[src/rtl/axi4_beat_pkg.sv]
// axi4_beat_pkg: burst types, FSM states and the AR request record shared by the beat generator.
// Request fields use fixed maximum widths; users slice them down to their own ADDR_W/ID_W.
package axi4_beat_pkg;
  localparam int AR_ID_MAX   = 16;
  localparam int AR_ADDR_MAX = 64;
  typedef enum logic [1:0] {FIXED = 2'b00, INCR = 2'b01, WRAP = 2'b10, RSVD = 2'b11} burst_e;
  typedef enum logic {IDLE, BURST} state_e;
  typedef struct packed {
    logic [AR_ID_MAX-1:0]   id;
    logic [AR_ADDR_MAX-1:0] addr;
    logic [7:0]             len;
    logic [2:0]             size;
    burst_e                 burst;
  } ar_req_t;
endpackage

[src/rtl/axi4_ar_beat_gen_if.sv]
// axi4_ar_beat_gen_if: AR request channel plus per-beat address stream.
interface axi4_ar_beat_gen_if #(parameter int ADDR_W = 32, parameter int ID_W = 4);
  logic              arvalid, arready, arlock;
  logic [ID_W-1:0]   arid;
  logic [ADDR_W-1:0] araddr;
  logic [7:0]        arlen;
  logic [2:0]        arsize, arprot;
  logic [1:0]        arburst;
  logic [3:0]        arcache, arqos, arregion;
  logic              beat_valid, beat_ready, beat_last, beat_err;
  logic [ADDR_W-1:0] beat_addr;
  logic [ID_W-1:0]   beat_id;
  logic [7:0]        beat_idx;
  logic [2:0]        beat_size;
  modport master (output arvalid, arid, araddr, arlen, arsize, arburst, arlock, arcache, arprot, arqos, arregion,
                  input arready, input beat_valid, beat_addr, beat_id, beat_idx, beat_size, beat_last, beat_err,
                  output beat_ready);
  modport slave (input arvalid, arid, araddr, arlen, arsize, arburst, arlock, arcache, arprot, arqos, arregion,
                 output arready, output beat_valid, beat_addr, beat_id, beat_idx, beat_size, beat_last, beat_err,
                 input beat_ready);
endinterface

[src/rtl/axi4_ar_fifo.sv]
// axi4_ar_fifo: 2-entry FIFO for AR requests; caller must not push when full or pop when empty.
module axi4_ar_fifo #(parameter int W = 8) (
  input  logic         clk,
  input  logic         rst_n,
  input  logic         push,
  input  logic         pop,
  input  logic [W-1:0] din,
  output logic [W-1:0] dout,
  output logic         full,
  output logic         empty
);
  logic [W-1:0] mem_q [2];
  logic         wp_q, rp_q;
  logic [1:0]   cnt_q;
  always_ff @(posedge clk)
    if (push) mem_q[wp_q] <= din;
  always_ff @(posedge clk or negedge rst_n)
    if (!rst_n) begin
      wp_q  <= 1'b0;
      rp_q  <= 1'b0;
      cnt_q <= 2'd0;
    end else begin
      wp_q  <= wp_q ^ push;
      rp_q  <= rp_q ^ pop;
      cnt_q <= cnt_q + 2'(push) - 2'(pop);
    end
  assign dout  = mem_q[rp_q];
  assign full  = cnt_q == 2'd2;
  assign empty = cnt_q == 2'd0;
endmodule

[src/rtl/axi4_ar_beat_gen.sv]
// axi4_ar_beat_gen: expands an accepted AXI4 AR request into one address beat per handshake.
// AXI4_AR_BEAT_GEN_SKID_EN adds a 2-entry AR FIFO so consecutive bursts run without a gap cycle.
import axi4_beat_pkg::*;
module axi4_ar_beat_gen #(
  parameter int ADDR_W = 32,
  parameter int ID_W   = 4,
  parameter int DATA_W = 32
) (
  input logic clk,
  input logic rst_n,
  axi4_ar_beat_gen_if.slave bus
);
  localparam int MAX_SIZE = $clog2(DATA_W / 8);
  state_e            state_q, state_d;
  burst_e            mode_q, mode_d;
  logic [ADDR_W-1:0] addr_q, addr_d, step, wmask, inc, nxt;
  logic [ID_W-1:0]   id_q, id_d;
  logic [7:0]        idx_q, idx_d, len_q, len_d;
  logic [2:0]        size_q, size_d;
  logic              err_q, err_d, err_in, req_valid, pop, hs, last, unused_ok;
  ar_req_t           in_req, req;
  assign in_req = '{id: AR_ID_MAX'(bus.arid), addr: AR_ADDR_MAX'(bus.araddr), len: bus.arlen,
                    size: bus.arsize, burst: burst_e'(bus.arburst)};
  assign hs   = bus.beat_valid && bus.beat_ready;
  assign last = state_q == BURST && idx_q == len_q;
`ifdef AXI4_AR_BEAT_GEN_SKID_EN
  logic full, empty;
  axi4_ar_fifo #(.W($bits(ar_req_t))) u_fifo (
    .clk(clk), .rst_n(rst_n), .push(bus.arvalid && !full), .pop(pop),
    .din(in_req), .dout(req), .full(full), .empty(empty)
  );
  assign bus.arready = rst_n && !full;
  assign req_valid   = !empty;
  assign pop         = req_valid && (state_q == IDLE || (hs && last));
`else
  assign req         = in_req;
  assign bus.arready = state_q == IDLE;
  assign req_valid   = bus.arvalid;
  assign pop         = req_valid && state_q == IDLE;
`endif
  assign unused_ok = ^{bus.arlock, bus.arcache, bus.arprot, bus.arqos, bus.arregion, req};
  // Unsupported bursts and oversized beats fall back to INCR and flag every beat.
  assign err_in = req.burst == RSVD || (req.burst == WRAP && !(req.len inside {8'd1, 8'd3, 8'd7, 8'd15}))
                  || int'(req.size) > MAX_SIZE;
  assign step  = ADDR_W'(1) << size_q;
  assign wmask = ((ADDR_W'(len_q) + ADDR_W'(1)) << size_q) - ADDR_W'(1);
  assign inc   = (addr_q & ~(step - ADDR_W'(1))) + step;
  assign nxt   = mode_q == FIXED ? addr_q : mode_q == WRAP ? (addr_q & ~wmask) | (inc & wmask) : inc;
  always_comb begin
    state_d = state_q;
    mode_d  = mode_q;
    addr_d  = addr_q;
    id_d    = id_q;
    idx_d   = idx_q;
    len_d   = len_q;
    size_d  = size_q;
    err_d   = err_q;
    if (pop) begin
      state_d = BURST;
      mode_d  = err_in ? INCR : req.burst;
      addr_d  = req.addr[ADDR_W-1:0];
      id_d    = req.id[ID_W-1:0];
      idx_d   = 8'd0;
      len_d   = req.len;
      size_d  = req.size;
      err_d   = err_in;
    end else if (hs && last) begin
      state_d = IDLE;
    end else if (hs) begin
      idx_d  = idx_q + 8'd1;
      addr_d = nxt;
    end
  end
  always_ff @(posedge clk or negedge rst_n)
    if (!rst_n) begin
      state_q <= IDLE;
      mode_q  <= FIXED;
      addr_q  <= '0;
      id_q    <= '0;
      idx_q   <= 8'd0;
      len_q   <= 8'd0;
      size_q  <= 3'd0;
      err_q   <= 1'b0;
    end else begin
      state_q <= state_d;
      mode_q  <= mode_d;
      addr_q  <= addr_d;
      id_q    <= id_d;
      idx_q   <= idx_d;
      len_q   <= len_d;
      size_q  <= size_d;
      err_q   <= err_d;
    end
  assign bus.beat_valid = state_q == BURST;
  assign bus.beat_last  = last;
  assign bus.beat_err   = bus.beat_valid && err_q;
  assign bus.beat_addr  = addr_q;
  assign bus.beat_id    = id_q;
  assign bus.beat_idx   = idx_q;
  assign bus.beat_size  = size_q;
endmodule

[src/flat_wrapper.sv]
// flat-port wrapper written by rule: the top's interface ports become plain ports
module axi4_ar_beat_gen_flat 
#(
  parameter int ADDR_W = 32,
  parameter int ID_W   = 4,
  parameter int DATA_W = 32
)
  (clk, rst_n, bus_arvalid, bus_arid, bus_araddr, bus_arlen, bus_arsize, bus_arburst, bus_arlock, bus_arcache, bus_arprot, bus_arqos, bus_arregion, bus_arready, bus_beat_valid, bus_beat_addr, bus_beat_id, bus_beat_idx, bus_beat_size, bus_beat_last, bus_beat_err, bus_beat_ready);
  axi4_ar_beat_gen_if #(.ADDR_W(ADDR_W), .ID_W(ID_W)) bus_i ();
  input logic clk;
  input logic rst_n;
  input wire logic [$bits(bus_i.arvalid)-1:0] bus_arvalid;
  input wire logic [$bits(bus_i.arid)-1:0] bus_arid;
  input wire logic [$bits(bus_i.araddr)-1:0] bus_araddr;
  input wire logic [$bits(bus_i.arlen)-1:0] bus_arlen;
  input wire logic [$bits(bus_i.arsize)-1:0] bus_arsize;
  input wire logic [$bits(bus_i.arburst)-1:0] bus_arburst;
  input wire logic [$bits(bus_i.arlock)-1:0] bus_arlock;
  input wire logic [$bits(bus_i.arcache)-1:0] bus_arcache;
  input wire logic [$bits(bus_i.arprot)-1:0] bus_arprot;
  input wire logic [$bits(bus_i.arqos)-1:0] bus_arqos;
  input wire logic [$bits(bus_i.arregion)-1:0] bus_arregion;
  output wire logic [$bits(bus_i.arready)-1:0] bus_arready;
  output wire logic [$bits(bus_i.beat_valid)-1:0] bus_beat_valid;
  output wire logic [$bits(bus_i.beat_addr)-1:0] bus_beat_addr;
  output wire logic [$bits(bus_i.beat_id)-1:0] bus_beat_id;
  output wire logic [$bits(bus_i.beat_idx)-1:0] bus_beat_idx;
  output wire logic [$bits(bus_i.beat_size)-1:0] bus_beat_size;
  output wire logic [$bits(bus_i.beat_last)-1:0] bus_beat_last;
  output wire logic [$bits(bus_i.beat_err)-1:0] bus_beat_err;
  input wire logic [$bits(bus_i.beat_ready)-1:0] bus_beat_ready;
  assign bus_i.arvalid = bus_arvalid;
  assign bus_i.arid = bus_arid;
  assign bus_i.araddr = bus_araddr;
  assign bus_i.arlen = bus_arlen;
  assign bus_i.arsize = bus_arsize;
  assign bus_i.arburst = bus_arburst;
  assign bus_i.arlock = bus_arlock;
  assign bus_i.arcache = bus_arcache;
  assign bus_i.arprot = bus_arprot;
  assign bus_i.arqos = bus_arqos;
  assign bus_i.arregion = bus_arregion;
  assign bus_arready = bus_i.arready;
  assign bus_beat_valid = bus_i.beat_valid;
  assign bus_beat_addr = bus_i.beat_addr;
  assign bus_beat_id = bus_i.beat_id;
  assign bus_beat_idx = bus_i.beat_idx;
  assign bus_beat_size = bus_i.beat_size;
  assign bus_beat_last = bus_i.beat_last;
  assign bus_beat_err = bus_i.beat_err;
  assign bus_i.beat_ready = bus_beat_ready;
  axi4_ar_beat_gen #(.ADDR_W(ADDR_W), .ID_W(ID_W), .DATA_W(DATA_W)) u_core (.clk(clk), .rst_n(rst_n), .bus(bus_i));
endmodule
[config.mk]
export PLATFORM = sky130hd
export DESIGN_NAME = axi4_ar_beat_gen_flat
export DESIGN_NICKNAME = d
export VERILOG_FILES = /design/src/rtl/axi4_beat_pkg.sv /design/src/rtl/axi4_ar_beat_gen_if.sv /design/src/rtl/axi4_ar_fifo.sv /design/src/rtl/axi4_ar_beat_gen.sv /design/src/flat_wrapper.sv
export SDC_FILE = /design/constraint.sdc
export NUM_CORES = 1
export LEC_CHECK = 0
export BUFFER_PORTS_ARGS = -buffer_cell sky130_fd_sc_hd__buf_2
export CAP_MARGIN = 25
export CORE_MARGIN = 1.5
export CORE_UTILIZATION = 55
export CTS_BUF_LIST = sky130_fd_sc_hd__clkbuf_2
export DETAILED_ROUTE_END_ITERATION = 12
export PLACE_DENSITY = 0.81
export SYNTH_ARGS = -nofsm -noshare
export SYNTH_HDL_FRONTEND = slang
export SYNTH_SLANG_ARGS = --single-unit
export TNS_END_PERCENT = 5
[constraint.sdc]
create_clock -name clk -period 7.6 [get_ports clk]
set_clock_uncertainty 0.1 [all_clocks]
set_input_delay 1.52 -clock clk [delete_from_list [all_inputs] [get_ports clk]]
set_output_delay 1.52 -clock clk [all_outputs]
set_load 0.005 [all_outputs]
# After elaboration in Yosys (flattened, before gate mapping)
# Cells that the tools add are included.
totals:
  regBits: 59
  in_bits: 69
  out_inout_bits: 51
op_classes:
  add_sub_neg: 5
  n_lt_le_gt_ge: 1
  n_eq_ne: 10
  shift: 2
  muxes: 11
  n_bitwise: 7
  reduce_logical: 15
ops:
  columns: ["operator", "n"]
  rows:
  - ["two-way mux 32 bit", 5]
  - ["bitwise AND 32 bit", 3]
  - ["inverter 32 bit", 2]
  - ["subtractor 32 x 1 -> 32 bit, second input constant", 2]
  - ["adder 32 bit", 1]
  - ["bitwise OR 32 bit", 1]
  - ["<< shifter 1 x 3 -> 32 bit, first input constant", 1]
  - ["<< shifter 32 x 3 -> 32 bit", 1]
  - ["two-way mux 8 bit", 3]
  - ["adder 8 x 1 -> 9 bit, second input constant", 1]
  - ["adder 8 x 1 -> 8 bit, second input constant", 1]
  - ["== test 8 x 1 -> 1 bit, second input constant", 1]
  - ["== test 8 x 2 -> 1 bit, second input constant", 1]
  - ["== test 8 x 3 -> 1 bit, second input constant", 1]
  - ["== test 8 x 4 -> 1 bit, second input constant", 1]
  - ["== test 8 bit", 1]
  - ["== test 2 bit, second input constant", 3]
  - ["logical AND 1 bit", 6]
  - ["!= test 2 x 1 -> 1 bit, second input constant", 2]
  - ["nonzero test 2 bit", 2]
  - ["nonzero test 4 bit", 1]
  - ["> comparator 3 x 2 -> 1 bit, second input constant", 1]
  - ["AND reduction 3 bit", 1]
  - ["zero test 2 bit", 1]
  - ["6 further kinds", 8]

# Longest topological paths before layout
depth:
  ltp_word: 12
  ltp_mapped: 17

# Least setup slack after synthesis
# No wires, ideal clock.
synth_timing:
  kind: "register -> register"
  startpoint: "register u_core.size_q[2], in the netlist u_core.bus.beat_size[2]"
  endpoint: "register (tool-made name)"
  setup_ns: 0.128
  t_arrival_ns: 3.315
  t_required_ns: 7.372
  setup_slack_ns: 4.058
  path_stages_with_launch: 15
  path_buffers: 3
  period_less_slack_ns: 3.542
  path_cell_list: "dfrtp_1 clkbuf_8 clkbuf_8 clkbuf_1 nor2_1 and3_1 ha_1 o21ba_1 o41ai_1 a221o_1 nand2_1 nor4b_1 nand2_1 o311ai_1 mux2_1"
synth_lines:
  columns: ["item", "line_no", "text"]
  rows:
  - ["start, declared", "axi4_ar_beat_gen.sv:19", "logic [2:0] size_q, size_d;"]
  - ["start signal, assigned", "axi4_ar_beat_gen.sv:91", "size_q <= size_d;"]

==> impl_metrics.py <==
metrics = {
    "status": {
        "status": "completed",
    },
    "synth": {
        "async_flop_share_pct": 100.0,
        "synth_common_cells": "nand2_1, dfrtp_1, nor2_1, nand3_1, o21ai_0",
        "yosysWarnings": 0,
        "synthesis.nets": 708,
        "synth_edf_count": 0,
        "netlist_area_um2": 5072,
        "synth.top_cell.area_share_pct": 29.11,
        "seq_area_frac_synth_pct": 29.11,
        "synth_seq_cells": 59,
        "yosys.area.top_type": "dfrtp_1",
        "synth.distinct_cells": 91,
        "synthTopCellsByArea": "dfrtp_1, nand2_1, nor2_1",
        "yosysMostFrequentCell": "nand2_1",
        "syn_area_per_cell_um2": 8.039,
        "netlist_instances": 631,
        "synth_top_flop_cell": "dfrtp_1",
    },
    "place": {
        "place_area_um2": 5513,
        "place_inst": 812,
        "port_buffers": 103,
        "gp_congestion": 0.9419,
        "hpwl_um": 10030,
    },
    "timing": {
        "setup_viol": 0,
        "rsz0062_at_grt": "false",
        "fin_crit_ns": 4.663,
        "tightest_slew_ns": 1.039,
        "timing.fmax_mhz": 214.4,
        "finalMaxSlewViolations": 0,
        "post-route-period-util_pct": 61.36,
        "setup-tns-final_ns": 0,
        "finalHoldViolations": 0,
        "relSlewSlack_pct": 30.71,
    },
    "routing": {
        "wl_um": 13750,
        "final_antenna_net_count": 0,
        "routed_via_density": 6.247,
        "first_iter_violations": 367,
        "drc": 0,
        "vias": 5179,
        "first_pass_iters": 5,
        "wl_per_cell_um": 16.59,
    },
    "cts": {
        "postCtsHoldBufs": 0,
        "path_clk_slew_ns": 0.19,
        "htreeDepth": 3,
        "cts_setup_buffers": 0,
        "clock_latency_ns": 0.52,
        "clock-root-buffer": "clkbuf_2",
        "cts_made_buffers": 9,
        "cts_tree": "yes",
        "cts_resized": 0,
        "clock_path_buffers": 2,
        "cts.sinks": 59,
    },
    "power_and_ir_drop": {
        "powerDensity_nw_per_um2": 409.2,
        "cellLeakagePower_nw": 2.456,
        "total_power_mw": 2.315,
        "peakVddDrop_mv": 0.1746,
    },
    "critical_path": {
        "critical_path.endpoint_type": "register",
        "worstPathCellList": "clkinv_1 > nor2_1 > ha_1 > nand2_1 > o41ai_1 > a221o_1 > nand3_1 > nor3_1 > a21o_1 > o21ai_1 > a41o_1",
        "ff2ff_setup_slack_ns": 2.94,
        "cp_slowest_cell": "dfrtp_1",
        "crit_family": "compound AO/OA/AOI/OAI gates",
        "crit_type": "reg -> reg",
        "crit_path_start_kind": "register",
        "crit_path_max_incr_delay_ns": 1.06,
        "required_ns": 7.91,
        "arrival_ns": 4.97,
        "regToRegStartpoint": "u_core.bus.beat_size[2]",
        "cp_max_fo": 31,
        "crit_buf_inv": 1,
        "rr_worst_depth": 11,
    },
    "grt": {
        "overflow": 0,
        "gr-usage-all-layers_pct": 28.72,
        "grt_pass1_vias": 4810,
        "antenna_found_initial": 0,
        "grt_max_degree": 77,
        "grt_pass1_wl_um": 22810,
    },
    "die": {
        "die_w_um": 99.04,
        "num_io_pins": 120,
        "num_rows": 34,
        "die_h_um": 99.04,
        "core_um2": 8848,
        "die-area_um2": 9808,
        "start_util_pct": 57.32,
    },
    "run": {
        "maxCapViolations": 0,
    },
    "layout": {
        "final_util_pct": 63.94,
        "fillerInstances": 779,
        "antennaDiodeCount": 0,
        "fin_cells": 829,
        "area_delta_synth_final_pct": 11.54,
        "drive_gt1_share_pct": 21.50,
        "final_net_count": 793,
        "postLayoutCellArea_um2": 5658,
    },
    "worst_hold_path": {
        "whs_endpoint": "u_core.bus.beat_id[0]",
        "hp-start": "u_core.bus.beat_id[0]",
        "hold_path.class": "reg -> reg",
        "hold_depth": 2,
    },
}
-- how the worst max path moves through the flow --
stage                            startpoint       end  cells after the start
detailed placement  u_core.bus.beat_size[2]  register                     11
CTS                 u_core.bus.beat_size[2]  register                     11
finish              u_core.bus.beat_size[2]  register                     11
global route        u_core.bus.beat_size[2]  register                     11
floorplan           u_core.bus.beat_size[2]  register                     14
global placement    u_core.bus.beat_size[2]  register                     11
-- cell type report --
cell class	instances	area (um2)	share of cell area [%]
well taps	108	135.1	2.388
inverters	18	67.56	1.194
clock buffers	9	45.04	0.7961
clock inverters	7	92.59	1.636
repair buffers	109	560.5	9.907
multi-input cells	519	3281	57.98
flip-flops and latches	59	1476	26.09
-- layout by cell type (no fill, tap or decap), drive strengths merged, types with 9 or more instances in the layout --
master  synthesis  routed
nor2           58      58
and3           13      13
buf            22     109
o211ai         17      17
nor3           15      15
dfrtp          59      59
nand2         106     106
nand3          35      35
inv            17      17
o21ai          36      36
xnor2          21      21
nand4          15      15
a21oi          25      25
xor2           13      13
a31oi           9       9
mux2i          12      12
clkbuf         12       9
and2           12      12
-- per-stage QoR --
stage | hold WS [ns] | setup slack (ns)
floorplan | 0.3585 | 4.058
global placement | 0.3529 | 3.156
detailed placement | 0.3596 | 3.086
CTS | 0.4012 | 3.067
global route | 0.4357 | 2.634
finish | 0.4004 | 2.937
-- layer usage --
layer	vias up	track usage (%)	share of wire, %
met3	23	5.532	6.2
li1	2491	-	-
met5	-	0	0
met4	0	9.670	1.9
met1	2477	36.99	43
met2	188	48.44	49
-- kinds of logic (layout without fill, tap and decap cells) --
logic type	count (synthesis)	count (layout)	synth area share, %
mux	14	14	2.886
flops	59	59	29.11
fa+ha+maj	8	8	1.973
xor+xnor	34	34	6.019
simple gates	305	305	30.41
buf+inv	53	143	6.364
compound gates	158	158	23.24
-- power breakdown --
group          leakage (nW)  total, mW  switching, mW  internal (mW)
combinational          1.67       1.39          0.795          0.599
clock                0.0755      0.239          0.132          0.107
sequential            0.712      0.683          0.243          0.440
total                  2.46       2.32           1.17           1.15
-- worst register-to-register path: cells and delay by family (launching register included) --
| family | cells | cell delay, ns |
|---|---|---|
| and+or+nand+nor | 4 | 0.74 |
| buffers and inverters | 1 | 0.59 |
| adders and majority gates | 1 | 0.23 |
| DFF | 1 | 1.06 |
| AOI/OAI and AO/OA | 5 | 1.84 |
Note: power is estimated with default switching activity, not from simulation.
